===== src/rtl/minmax_sort_pkg.sv =====
// Shared types and constants for the min/max bubble-sort controller.
package minmax_sort_pkg;

  localparam int DEF_W = 8;
  localparam int DEF_N = 4;
  localparam int IDX_W = $clog2(DEF_N);
  localparam int CNT_W = IDX_W;

  typedef enum logic [1:0] {
    ST_LOAD,
    ST_SORT,
    ST_DRAIN
  } state_t;

  // Index width for an n-entry buffer; never narrower than one bit.
  function automatic int idx_w(input int n);
    return (n > 2) ? $clog2(n) : 1;
  endfunction

endpackage


===== src/rtl/minmax_sort_ctrl_cmp_xchg.sv =====
// Combinational compare-exchange: lo=min(a,b), hi=max(a,b), swap when a>b.
module cmp_xchg #(
  parameter int W = 8
) (
  input  logic [W-1:0] a,
  input  logic [W-1:0] b,
  output logic [W-1:0] lo,
  output logic [W-1:0] hi,
  output logic         swap
);

  assign swap = (a > b);
  assign lo   = swap ? b : a;
  assign hi   = swap ? a : b;

endmodule


===== src/rtl/minmax_sort_ctrl.sv =====
// Loads N words, bubble-sorts them through one shared compare-exchange, drains ascending.
// Optional: define MINMAX_SORT_EARLY_EXIT_EN to end SORT after a pass with no swaps.
//
// state    | meaning
// ST_LOAD  | accepting input words into mem
// ST_SORT  | one compare-exchange per cycle, bubble order
// ST_DRAIN | presenting mem[rd_idx] on the output stream
module minmax_sort_ctrl
  import minmax_sort_pkg::*;
#(
  parameter int W = DEF_W,
  parameter int N = DEF_N
) (
  input  logic         clk,
  input  logic         rst,
  input  logic         in_valid,
  input  logic [W-1:0] in_data,
  output logic         in_ready,
  output logic         out_valid,
  output logic [W-1:0] out_data,
  input  logic         out_ready,
  output logic         busy
);

  localparam int IW = idx_w(N);
  localparam logic [IW-1:0] LAST_IDX  = IW'(N - 1);
  localparam logic [IW-1:0] LAST_PASS = IW'(N - 2);

  state_t        state, state_nxt;
  logic [W-1:0]  mem [N];
  logic [IW-1:0] wr_idx, rd_idx, pass_idx, pair_idx, pair_hi;
  logic [W-1:0]  cx_lo, cx_hi;
  logic          cx_swap;
  logic          in_fire, out_fire, last_pair, sort_done;

  assign pair_hi   = pair_idx + 1'b1;
  assign in_fire   = in_valid && (state == ST_LOAD);
  assign out_fire  = out_ready && (state == ST_DRAIN);
  assign last_pair = (pair_idx == (LAST_PASS - pass_idx));

  cmp_xchg #(.W(W)) u_cx (
    .a    (mem[pair_idx]),
    .b    (mem[pair_hi]),
    .lo   (cx_lo),
    .hi   (cx_hi),
    .swap (cx_swap)
  );

`ifdef MINMAX_SORT_EARLY_EXIT_EN
  logic swap_seen;

  // The current compare counts toward its own pass.
  assign sort_done = last_pair && ((pass_idx == LAST_PASS) || !(swap_seen || cx_swap));

  always_ff @(posedge clk or posedge rst) begin
    if (rst) begin
      swap_seen <= 1'b0;
    end else if (state == ST_SORT) begin
      swap_seen <= last_pair ? 1'b0 : (swap_seen || cx_swap);
    end else begin
      swap_seen <= 1'b0;
    end
  end
`else
  assign sort_done = last_pair && (pass_idx == LAST_PASS);
`endif

  always_ff @(posedge clk or posedge rst) begin
    if (rst) begin
      state <= ST_LOAD;
    end else begin
      state <= state_nxt;
    end
  end

  always_comb begin
    state_nxt = state;
    in_ready  = 1'b0;
    out_valid = 1'b0;
    busy      = 1'b0;
    unique case (state)
      ST_LOAD: begin
        in_ready = !rst;
        if (in_fire && (wr_idx == LAST_IDX)) state_nxt = ST_SORT;
      end
      ST_SORT: begin
        busy = 1'b1;
        if (sort_done) state_nxt = ST_DRAIN;
      end
      ST_DRAIN: begin
        busy      = 1'b1;
        out_valid = 1'b1;
        if (out_fire && (rd_idx == LAST_IDX)) state_nxt = ST_LOAD;
      end
      default: state_nxt = ST_LOAD;
    endcase
  end

  assign out_data = (state == ST_DRAIN) ? mem[rd_idx] : '0;

  always_ff @(posedge clk or posedge rst) begin
    if (rst) begin
      for (int k = 0; k < N; k++) mem[k] <= '0;
      wr_idx   <= '0;
      rd_idx   <= '0;
      pass_idx <= '0;
      pair_idx <= '0;
    end else begin
      if (in_fire) begin
        mem[wr_idx] <= in_data;
        wr_idx      <= (wr_idx == LAST_IDX) ? '0 : wr_idx + 1'b1;
      end
      if (state == ST_SORT) begin
        // Equal or ordered pairs leave mem untouched.
        if (cx_swap) begin
          mem[pair_idx] <= cx_lo;
          mem[pair_hi]  <= cx_hi;
        end
        if (last_pair) begin
          pair_idx <= '0;
          pass_idx <= sort_done ? '0 : pass_idx + 1'b1;
        end else begin
          pair_idx <= pair_hi;
        end
      end
      if (out_fire) begin
        rd_idx <= (rd_idx == LAST_IDX) ? '0 : rd_idx + 1'b1;
      end
    end
  end

endmodule


===== config.mk =====
export PLATFORM = sky130hd
export DESIGN_NAME = minmax_sort_ctrl
export DESIGN_NICKNAME = d
export VERILOG_FILES = /design/src/rtl/minmax_sort_pkg.sv /design/src/rtl/minmax_sort_ctrl_cmp_xchg.sv /design/src/rtl/minmax_sort_ctrl.sv
export SDC_FILE = /design/constraint.sdc
export NUM_CORES = 1
export LEC_CHECK = 0
export BUFFER_PORTS_ARGS = -buffer_cell sky130_fd_sc_hd__buf_4
export CAP_MARGIN = 0
export CORE_ASPECT_RATIO = 1.4
export CORE_MARGIN = 1.5
export CORE_UTILIZATION = 50
export CTS_BUF_LIST = sky130_fd_sc_hd__clkbuf_16
export CTS_CLUSTER_DIAMETER = 150
export DETAILED_ROUTE_END_ITERATION = 12
export PLACE_DENSITY = 0.72
export SLEW_MARGIN = 15
export SYNTH_ARGS = -nofsm -noshare
export SYNTH_HDL_FRONTEND = slang
export SYNTH_SLANG_ARGS = --single-unit

===== constraint.sdc =====
create_clock -name clk -period 3.03 [get_ports clk]
set_input_delay 0.303 -clock clk [delete_from_list [all_inputs] [get_ports clk]]
set_output_delay 0.303 -clock clk [all_outputs]
set_load 0.1 [all_outputs]

==> key figures <==
Status
  • Status: finished clean

Synthesis
  • Syn Area/Cell: 10.3 um2
  • Number of flops mapped to enable cells by yosys: 0
  • Net Count, Synth: 361
  • Async SR Flop Fraction: 1.00
  • Area of the mapped netlist: between 3000 and 4000 um2
  • Synth Flop Type: dfrtp_1
  • Post-synthesis register bit count: between 40 and 50
  • Synth cell types: 39
  • Sequential area share after synthesis: 0.312
  • Syn Inst Count: 327
  • Ys Warns: 0

Setup path
  • Worst r2r src: pair_idx[0]
  • R2R Setup Slk: roughly 84 ps
  • Arrival time at the worst endpoint: ~3100 ps
  • Worst-path maximum fanout: 4
  • Worst setup SP type: flip-flop
  • Critical Path RT: ~3200 ps
  • Critical path class: reg2reg
  • R2R depth: 13
  • Critical path endpoint category: flip-flop
  • R2r endpoint: mem[21]

Clock network
  • H-tree depth: 2
  • Clock tree root driver cell: clkbuf_16
  • CTS tree: built
  • Clock transition at path regs: around 60 ps
  • Number of buffers created by CTS: 5
  • Post-CTS Hold Buffers: 0
  • Clk sinks: 42
  • Worst-skew pair later-pin latency: a little under 300 ps
  • Maximum buffer depth of the clock tree: 2

Timing
  • Fin crit share: 0.972
  • Period minus WS final: just under 3000 ps
  • Relative slew slack: 0.382
  • Final Hold Fails: 0
  • Max Freq: roughly 340 MHz
  • Final Setup Violations: 0
  • Final slew viol count: 0
  • Measured slew at the worst slew-check pin: 927 ps
  • Clk_skew: approximately 5.7 ps
  • Setup TNS: 0 ps

GRT
  • GRT Util Overall: 0.305
  • First-pass GRT wire length: 16500 um
  • Vias in the first global route: 3145
  • Pin count of the biggest net entering global routing: 43
  • Initial antenna violation count: 0
  • Grt total ovfl: 0

Floorplan
  • CORE AREA: ~6600 um2
  • FP Rows: 35
  • Die height: ~100 um
  • Chip Width: 72.4 um
  • Top Ports: 23
  • Starting density of the core: 0.513
  • Die area: slightly above 7000 um2

Route
  • WL final: between 10000 and 15000 um
  • Vias per inst: roughly 7.0
  • Total number of vias: 3143
  • DRT Pass-1 Iters: 5
  • WL per Instance: roughly 23 um
  • ANT nets after route: 0
  • DRC: 0
  • Iter 0 DRT Violations: 384

Cells and area
  • Commonest non-fill, non-tap cell in the layout: nand2_1
  • Share of cells above drive strength 1: 0.298
  • # diodes: 0
  • Area delta synth->final: 20.6%
  • Commonest cells after routing, fill and taps aside: nand2_1 (74), buf_4 (56), dfrtp_1 (41)
  • Layout fillers: ~530
  • # nets final: approximately 400

Placement
  • HPWL after DPL: roughly 7200 um
  • IO buf count: 22
  • Routability cong.: 0.944

Min path
  • Hold WC Path Type: in2async

Flow run
  • Max-Cap Viols: 0
-- critical path, stage by stage (launching register included) --
cell	delay (ps)
dfrtp_2	420
inv_6	50
ha_4	290
buf_12	120
mux4_2	530
inv_1	80
ha_1	260
nand4_4	140
buf_12	140
o211ai_4	80
or2_1	290
buf_4	160
o22ai_1	160
a32oi_1	90
-- Yosys cell counts, types with 5 or more instances --
cell | instances | area (um2)
ha_1 | 22 | 275
nand2_1 | 74 | 278
buf_2 | 5 | 25.0
dfrtp_1 | 42 | 1050
a32oi_1 | 32 | 280
mux4_1 | 12 | 315
inv_1 | 18 | 67.6
and2_1 | 8 | 50.1
mux4_2 | 12 | 270
buf_1 | 7 | 26.3
o22ai_1 | 33 | 206
-- metal layers --
metal | share of wire | up-vias | wire length (um) | GRT usage
li1 | - | 1356 | - | -
met1 | 0.38 | 1513 | 3940 | 0.389
met2 | 0.49 | 213 | 5080 | 0.489
met3 | 0.073 | 61 | 756 | 0.0422
met4 | 0.061 | 0 | 634 | 0.181
met5 | 0 | - | 0 | 0
-- layout make-up --
class | instances | area, um2 | area share
Clock buffer | 5 | 125 | 0.0308
Clock inverter | 2 | 7.51 | 0.00185
Inverter | 18 | 72.6 | 0.0179
Multi-Input combinational cell | 246 | 2210 | 0.545
Sequential cell | 42 | 1050 | 0.259
Tap cell | 74 | 92.6 | 0.0228
Timing Repair Buffer | 60 | 500 | 0.123
-- worst max-delay path by stage --
stage | start | end | slack (ps) | depth (start not counted)
finish | pair_idx[0] | mem[21] | 80 | 13
global route | pair_idx[0] | mem[16] | -20 | 13
CTS | pair_idx[0] | mem[25] | 10 | 11
detailed placement | pair_idx[0] | mem[16] | 50 | 11
global placement | pair_idx[0] | mem[16] | 70 | 11
floorplan | pair_idx[0] | mem[8] | -2 | 13
-- sequential cells by signal (all words and copies together) (netlist names) --
signal    cells
wr_idx        2
pair_idx      2
state         2
rd_idx        2
mem          32
pass_idx      2
-- per-stage QoR --
stage,cell area [um2],hold slack [ps],util,worst slack (ps),cells
final,4060,171,0.618,83.6,447
after global routing,4060,229,0.618,-15.1,447
after CTS,3990,195,0.607,13.9,441
after detailed placement,3850,497,0.586,48.5,434
after global placement,3850,502,0.586,72.8,434
after floorplan,3460,468,-,-1.90,327
-- cells by family (layout without fill, tap and decap cells) --
| logic type | count (synthesis) | count (layout) | synth area share |
|---|---|---|---|
| AND/OR/NAND/NOR | 106 | 106 | 0.149 |
| multiplexers | 28 | 28 | 0.187 |
| flip-flops | 42 | 42 | 0.312 |
| buffers and inverters | 39 | 85 | 0.0572 |
| adder cells (fa/ha/maj) | 22 | 22 | 0.0817 |
| XOR/XNOR | 2 | 2 | 0.00520 |
| AO/OA/AOI/OAI | 88 | 88 | 0.208 |
-- repair_timing --
action / CTS / global route
gates resized for setup: 0 / 9
setup endpoints to repair: 0 / 32
buffers inserted: 0 / 6
Power is not shown: default switching activity piles up to over one toggle a cycle in this logic, so the estimate is an artifact.
